File: src/rtl/mux_path_exerciser.sv
// mux_path_exerciser: stimulus generator and checker for a two-stage buffered mux path.
// Walks {data,sel} through a Gray sequence, lets each vector settle, then checks that
// the path output equals the registered data bit. Mismatches and checked vectors are
// counted with saturation, and a pass flag is produced at the end of each run.
module mux_path_exerciser #(
    parameter int SETTLE_CYCLES = 4,
    parameter int NUM_LOOPS     = 2,
    parameter int CNT_W         = 8
) (
    input  logic             clk,
    input  logic             reset_n,
    input  logic             start,
    input  logic             dut_out,
    output logic             dut_data,
    output logic             dut_sel,
    output logic             busy,
    output logic             done,
    output logic             pass,
    output logic [CNT_W-1:0] err_count,
    output logic [CNT_W-1:0] vec_count
);

    localparam int NUM_VEC = 4 * NUM_LOOPS;
    localparam int RUN_W   = $clog2(NUM_VEC);
    localparam int WAIT_W  = $clog2(SETTLE_CYCLES + 1);

    typedef enum logic [2:0] {
        S_IDLE,
        S_LOAD,
        S_WAIT,
        S_CHECK,
        S_DONE
    } state_t;

    state_t              state_q;
    state_t              state_d;
    logic [1:0]          vec_idx;
    logic [RUN_W-1:0]    run_idx;
    logic [WAIT_W-1:0]   wait_cnt;
    logic                last_vec;

    // The run length is tracked separately from vec_count so that a narrow,
    // saturating vec_count cannot change how many vectors are applied.
    assign last_vec = (run_idx == RUN_W'(NUM_VEC - 1));

    // State register; reset abandons any run in progress without a done pulse.
    always_ff @(posedge clk or negedge reset_n) begin
        if (!reset_n) begin
            state_q <= S_IDLE;
        end else begin
            state_q <= state_d;
        end
    end

    // Next-state selection and busy decode; busy covers LOAD through the last CHECK.
    always_comb begin
        state_d = state_q;
        busy    = 1'b0;
        case (state_q)
            S_IDLE: begin
                if (start) begin
                    state_d = S_LOAD;
                end
            end
            S_LOAD: begin
                busy    = 1'b1;
                state_d = S_WAIT;
            end
            S_WAIT: begin
                busy = 1'b1;
                if (wait_cnt == '0) begin
                    state_d = S_CHECK;
                end
            end
            S_CHECK: begin
                busy    = 1'b1;
                state_d = last_vec ? S_DONE : S_LOAD;
            end
            S_DONE: begin
                state_d = S_IDLE;
            end
            default: begin
                state_d = S_IDLE;
            end
        endcase
    end

    // Datapath: vector drive, settle counter, comparison counters and result flags.
    // The compare uses the registered dut_data, so dut_out never reaches an output
    // combinationally. The Gray vector for index i is {i[1], i[1]^i[0]}.
    always_ff @(posedge clk or negedge reset_n) begin
        if (!reset_n) begin
            dut_data  <= 1'b0;
            dut_sel   <= 1'b0;
            done      <= 1'b0;
            pass      <= 1'b0;
            err_count <= '0;
            vec_count <= '0;
            vec_idx   <= 2'd0;
            run_idx   <= '0;
            wait_cnt  <= '0;
        end else begin
            done <= (state_q == S_DONE);
            case (state_q)
                S_IDLE: begin
                    if (start) begin
                        err_count <= '0;
                        vec_count <= '0;
                        pass      <= 1'b0;
                        vec_idx   <= 2'd0;
                        run_idx   <= '0;
                    end
                end
                S_LOAD: begin
                    dut_data <= vec_idx[1];
                    dut_sel  <= vec_idx[1] ^ vec_idx[0];
                    wait_cnt <= WAIT_W'(SETTLE_CYCLES - 1);
                end
                S_WAIT: begin
                    if (wait_cnt != '0) begin
                        wait_cnt <= wait_cnt - 1'b1;
                    end
                end
                S_CHECK: begin
                    if ((dut_out != dut_data) && !(&err_count)) begin
                        err_count <= err_count + 1'b1;
                    end
                    if (!(&vec_count)) begin
                        vec_count <= vec_count + 1'b1;
                    end
                    vec_idx <= vec_idx + 2'd1;
                    run_idx <= run_idx + 1'b1;
                end
                S_DONE: begin
                    pass <= (err_count == '0);
                end
                default: begin
                end
            endcase
        end
    end

endmodule

File: config.mk
export PLATFORM = sky130hd
export DESIGN_NAME = mux_path_exerciser
export DESIGN_NICKNAME = d
export VERILOG_FILES = /design/src/rtl/mux_path_exerciser.sv
export SDC_FILE = /design/constraint.sdc
export NUM_CORES = 1
export LEC_CHECK = 0
export ABC_AREA = 1
export ABC_CLOCK_PERIOD_IN_PS = 1360
export CAP_MARGIN = 20
export CORE_ASPECT_RATIO = 0.6
export CORE_MARGIN = 4
export CORE_UTILIZATION = 48
export CTS_BUF_LIST = sky130_fd_sc_hd__clkbuf_8
export CTS_CLUSTER_DIAMETER = 100
export DETAILED_ROUTE_END_ITERATION = 10
export DONT_BUFFER_PORTS = 1
export PLACE_DENSITY_LB_ADDON = 0.25
export SYNTH_ARGS = -nofsm -noshare
export SYNTH_HDL_FRONTEND = slang
export SYNTH_SLANG_ARGS = --single-unit
File: constraint.sdc
create_clock -name clk -period 1.36 [get_ports clk]
set_input_delay 0.136 -clock clk [delete_from_list [all_inputs] [get_ports clk]]
set_output_delay 0.136 -clock clk [all_outputs]
set_load 0.05 [all_outputs]
==> flow_metrics.py, run 1 <==
metrics = {
    "placement": {
        "dp_hpwl_um": 2810,
        "port_buffers": 0,
        "placed_area_mm2": 0.00196,
        "dp.cells": 273,
        "place_congestion": 0.850,
    },
    "setup_path": {
        "critPathLaunchType": "flip-flop",
        "cp.arrival_ns": 1.60,
        "path_buf_inv": 0,
        "crit_family": "simple AND/OR/NAND/NOR gates",
        "cpMostUsedCell": "nand2_1",
        "max_stage_delay_ns": 0.46,
        "critical_path.slowest_cell": "dfrtp_2",
        "reg2reg_depth": 8,
        "cp_max_fo": 8,
        "cp_cell_sequence": "nand2_1 > nor2_1 > nand2_2 > nand2_4 > nand2_8 > nand2_8 > nand2_1 > nand2_1",
        "cp-end-kind": "flip-flop",
        "crit_type": "reg -> reg",
        "worst-path-stages": 8,
        "crit_required_ns": 1.59,
    },
    "pwr": {
        "p_per_area_mw_per_mm2": 2220,
        "ir_drop_uv": 1190,
        "leakagePower_nw": 1.15,
    },
    "clock_tree": {
        "cts_tree": "done",
        "clk_pin_slew_ns": 0.07,
        "ctsHtreeMaxLevel": 2,
        "clockBufferDepth": 2,
        "cts.sinks": 31,
        "clkLatencyLatePin_ns": 0.29,
        "cts-root-buf": "clkbuf_8",
        "numCtsBuffers": 5,
    },
    "layout": {
        "final_cell_area_mm2": 0.00235,
        "fin_cells": 297,
        "post-route-util_pct": 72.1,
        "num_antenna_cells": 0,
        "area_delta_synth_final_pct": 44.2,
        "nets": 262,
        "drive_above_1_share_pct": 40.5,
    },
    "detailed_routing": {
        "ant_nets": 0,
        "drtIter0Drc": 108,
        "post_drt_wl_per_cell_um": 15.9,
        "dr.pass1.iters": 4,
        "vias": 1621,
        "routed_wl_um": 4730,
        "post-route-drc-count": 0,
        "via_per_inst": 5.46,
    },
    "synth": {
        "synth.distinct_cells": 31,
        "yosysTopAreaCell": "dfrtp_1",
        "synth_common_cells": "nand2_1, dfrtp_1, nor2_1",
        "yosys_warnings": 0,
        "syn_area_mm2": 0.00163,
        "synth.avg_cell_area_um2": 8.04,
        "ys_seq_area_share_pct": 47.5,
        "synthFlopType": "dfrtp_1",
        "syn-num-nets": 214,
        "synth_area_leaders": "dfrtp_1, nand2_1, nor2_1",
        "synth_most_common_cell": "nand2_1",
        "synthArstFlopShare_pct": 100,
        "synth_top_area_share_pct": 47.5,
        "netlist_instances": 203,
        "ys_seq_elements": 31,
        "synth_edf_count": 0,
    },
    "run_status": {
        "outcome": "finished, violations left",
        "violations": "setup timing",
    },
    "timing": {
        "tightest_slew_ns": 0.479,
        "slew_viol_final": 0,
        "finalSetupTns_ns": -0.0235,
        "hold_slack_ns": 0.00798,
        "fin_crit_ns": 1.37,
        "setup_viol": 3,
        "max-slew-margin-rel_pct": 68.1,
        "grt_setup_unrepaired": "yes",
        "fin_skew_ns": 0.00356,
        "worst_slack_ns": -0.0114,
        "finalHoldViolations": 0,
        "finalCritPeriodShare_pct": 101,
        "timing.fmax_ghz": 0.729,
    },
    "global_routing": {
        "antenna_found_initial": 0,
        "grt_usage_pct": 19.1,
        "grt_pass1_wl_um": 6410,
        "grt_pass1_vias": 1397,
        "overflow": 0,
        "grt_max_degree": 32,
    },
    "floorplanning": {
        "dieArea_mm2": 0.00443,
        "fp.dieH_um": 53.2,
        "pin_count": 25,
        "die_w_um": 83.3,
        "start_util_pct": 50.0,
        "rows": 16,
        "core_area_mm2": 0.00326,
    },
    "worst_hold_path": {
        "hold_path.class": "in -> reg",
        "hold-path-cell-count": 2,
    },
    "job": {
        "maxCapViolations": 0,
    },
}
==> cell families after synthesis <==
family	synth area share [%]
XOR/XNOR	1.61
adder cells (fa/ha/maj)	5.37
buffers and inverters	4.83
flip-flops	47.5
AND/OR/NAND/NOR	30.6
AO/OA/AOI/OAI	10.0
==> cell type report <==
class	instances	area [um2]
multi-input combinational	153	976
fill	231	911
sequential	31	791
timing repair buffer	41	364
clock buffer	6	82.6
inverter	19	73.8
tap	45	56.3
clock inverter	2	8.76
==> stage by stage <==
stage          setup WS, ns  total power, mW
3_5_place_dp        0.00905             3.76
6_report            -0.0114             5.23
2_1_floorplan       -0.0489             3.09
5_1_grt             -0.0969             5.55
4_1_cts            0.000871             4.57
3_3_place_gp         0.0648             3.67
==> repair_timing <==
item | 4_1_cts | 5_1_grt
endpoints found under the hold margin | 31 | 0
pin swaps | 0 | 19
cloned | 0 | 2
hold buffers | 2 | 0
resized for setup | 1 | 40
setup buffers | 0 | 12
setup endpoints to repair | 3 | 20
==> worst register-to-register path, stage by stage (launching register included) <==
cell and delay [ns]:
dfrtp_2 0.46, nand2_1 0.07, nor2_1 0.21, nand2_2 0.12, nand2_4 0.12, nand2_8 0.08, nand2_8 0.10, nand2_1 0.07
nand2_1 0.08
==> flip-flops by register name, summed over array words and instances (netlist names) <==
register   count
err_count      8
vec_count      8
run_idx        3
state_q        3
wait_cnt       3
vec_idx        2
done           1
dut_data       1
dut_sel        1
pass           1
==> placed cells by master, fill, tap and decap left out, types with 3 or more instances in the layout <==
master and n:
clkbuf_8 6, nor2_2 5, ha_2 3, dfrtp_2 12, buf_6 3, inv_1 16
buf_4 34, nand2_1 46, nand3_1 14, o21ai_1 7, nor2_1 20, nand2_2 9
o21ai_0 3, dfrtp_1 19, nand2_4 7, inv_2 3, a21oi_1 7, nor2_4 3
==> power breakdown <==
part,switching (mW),internal (mW),total (mW)
Combinational,1.77,1.14,2.91
Sequential,0.330,1.22,1.55
Clock,0.365,0.400,0.765
Total,2.47,2.76,5.23
==> worst paths after layout <==
path                                          startpoint                       end  slack (ns)
worst max-delay path            err_count[5]$_DFFE_PN0P_  err_count[4]$_DFFE_PN0P_       -0.01
worst min-delay path                               start    state_q[0]$_DFFE_PN0P_       0.008
worst max register to register  err_count[5]$_DFFE_PN0P_  err_count[4]$_DFFE_PN0P_       -0.01
worst min register to register    vec_idx[0]$_DFFE_PN0P_    vec_idx[0]$_DFFE_PN0P_        0.49
max in group asynchronous                        reset_n  vec_count[1]$_DFFE_PN0P_        0.87
min in group asynchronous                        reset_n    state_q[0]$_DFFE_PN0P_        0.30
==> routing by layer <==
layer	wire, um	up-vias	GRT usage, %
met5	0	-	0
met4	140	0	10.1
met2	2210	74	28.5
met1	1930	769	24.5
li1	-	758	-
met3	442	20	7.00
(Power assumes the default switching activity.)
==> run 2, diff against run 1 <==
Settings changed: CTS_BUF_LIST sky130_fd_sc_hd__clkbuf_8 to sky130_fd_sc_hd__clkbuf_4 sky130_fd_sc_hd__clkbuf_8.
==> flow_metrics.py, run 2 (same netlist as run 1, synthesis figures left out) <==
metrics = {
    "setup_path": {
        "cp-end-kind": "flip-flop",
        "critPathLaunchType": "flip-flop",
        "cp.arrival_ns": 1.61,
        "crit_type": "reg -> reg",
        "crit_required_ns": 1.59,
        "cp_max_fo": 8,
    },
    "timing": {
        "timing.fmax_ghz": 0.724,
        "fin_skew_ns": 0.00368,
        "max-slew-margin-rel_pct": 68.1,
        "setup_viol": 3,
        "grt_setup_unrepaired": "yes",
        "finalSetupTns_ns": -0.0537,
        "worst_slack_ns": -0.0209,
        "finalHoldViolations": 0,
        "fin_crit_ns": 1.38,
        "tightest_slew_ns": 0.479,
        "slew_viol_final": 0,
        "finalCritPeriodShare_pct": 102,
    },
    "worst_hold_path": {
        "hold_path.class": "in -> reg",
    },
    "global_routing": {
        "grt_pass1_wl_um": 6530,
        "grt_usage_pct": 19.5,
        "grt_pass1_vias": 1420,
        "antenna_found_initial": 0,
        "overflow": 0,
        "grt_max_degree": 32,
    },
    "floorplanning": {
        "rows": 16,
        "start_util_pct": 50.0,
        "fp.dieH_um": 53.2,
        "die_w_um": 83.3,
        "pin_count": 25,
        "dieArea_mm2": 0.00443,
        "core_area_mm2": 0.00326,
    },
    "clock_tree": {
        "numCtsBuffers": 5,
        "clk_pin_slew_ns": 0.07,
        "clockBufferDepth": 2,
        "cts.sinks": 31,
        "ctsHtreeMaxLevel": 2,
        "clkLatencyLatePin_ns": 0.29,
        "cts_tree": "done",
        "cts-root-buf": "clkbuf_8",
    },
    "placement": {
        "port_buffers": 0,
        "dp_hpwl_um": 2810,
        "place_congestion": 0.850,
    },
    "pwr": {
        "comb_power_share_pct": 55.8,
        "switching_share_pct": 46.5,
        "clkPwrFrac_pct": 15.0,
        "p_seq_share_pct": 29.2,
        "ir_drop_uv": 1240,
        "leakagePower_nw": 1.16,
        "intPower_mw": 2.82,
        "p_per_area_mw_per_mm2": 2240,
        "p_sw_mw": 2.45,
    },
    "layout": {
        "post-route-util_pct": 72.3,
        "area_delta_synth_final_pct": 44.6,
        "num_antenna_cells": 0,
        "drive_above_1_share_pct": 40.3,
        "final_common_cell": "nand2_1",
        "mostFrequentLayoutCells": "nand2_1, buf_4, nor2_1",
        "fill_cells": 231,
        "nets": 263,
        "top_regs": "err_count x8, vec_count x8",
    },
    "detailed_routing": {
        "ant_nets": 0,
        "via_per_inst": 5.36,
        "post-route-drc-count": 0,
        "drtIter0Drc": 179,
        "dr.pass1.iters": 4,
        "post_drt_wl_per_cell_um": 15.3,
        "vias": 1596,
        "routed_wl_um": 4560,
    },
    "run_status": {
        "violations": "setup timing",
        "outcome": "finished, violations left",
    },
    "job": {
        "maxCapViolations": 0,
    },
}
run 2: cell count changes in the layout (fill, tap and decap cells not counted), sizes merged:
cell / before / now
inv: 20 / 19
buf: 39 / 40
clkbuf: 7 / 8
run 2: critical path, stage by stage, from the launching register on:
cell and delay [ns]:
dfrtp_2 0.46, nor2_4 0.14, nand3_2 0.10, nand2_4 0.18, inv_2 0.10, a21oi_4 0.17, nand2_1 0.08, nand2_1 0.08
run 2: final cells by class:
cell class              count  area (um2)  share of cell area [%]
inverters                  19        73.8                    3.13
clock buffers               7        90.1                    3.82
well taps                  45        56.3                    2.39
multi-input cells         153         960                    40.7
flip-flops and latches     31         791                    33.5
clock inverters             1        5.00                   0.212
repair buffers             42         384                    16.3
run 2: worst paths after layout:
| check | slack [ns] | from | end | cells past startpoint |
|---|---|---|---|---|
| max | -0.02 | state_q[1]$_DFFE_PN0P_ | err_count[4]$_DFFE_PN0P_ | 7 |
| min | 0.01 | start | state_q[0]$_DFFE_PN0P_ | 2 |
| max reg2reg | -0.02 | state_q[1]$_DFFE_PN0P_ | err_count[4]$_DFFE_PN0P_ | 7 |
| min reg2reg | 0.50 | wait_cnt[2]$_DFFE_PN0P_ | wait_cnt[2]$_DFFE_PN0P_ | 2 |
| max in group asynchronous | 0.87 | reset_n | vec_count[0]$_DFFE_PN0P_ | 2 |
| min in group asynchronous | 0.30 | reset_n | dut_sel$_DFFE_PN0P_ | 2 |
run 2: metrics by stage:
stage               power, mW  setup slack, ns  hold slack [ns]  cell area (um2)  instances
CTS                      4.60          0.00317          0.00755             2090        283
global placement         3.67           0.0648           -0.159             1960        273
floorplan                3.09          -0.0489           -0.160             1710        203
detailed placement       3.76          0.00905           -0.159             1960        273
global route             5.60          -0.0887           0.0244             2360        298
finish                   5.27          -0.0209           0.0115             2360        298
run 2: metal layers:
layer | global-route usage (%) | vias up | share of wire [%]
li1 | - | 758 | -
met1 | 25.0 | 768 | 46
met2 | 28.6 | 60 | 45
met3 | 7.15 | 10 | 7.8
met4 | 10.6 | 0 | 2.0
met5 | 0 | - | 0
run 2: timing repair:
item                                    CTS  global route
hold buffers                              2             0
hold endpoints to repair                 31             0
pin swaps                                 0            20
endpoints found under the setup margin    3            21
buffers inserted                          0            13
gates resized for setup                   1            37
cloned                                    0             2
run 2: power groups by stage:
stage	Combinational, mW	Sequential, mW	Clock [mW]
after floorplan	1.16	1.94	0
after global placement	2.15	1.51	0
after detailed placement	2.23	1.53	0
after CTS	2.27	1.52	0.811
after global routing	3.18	1.58	0.849
final	2.94	1.54	0.791
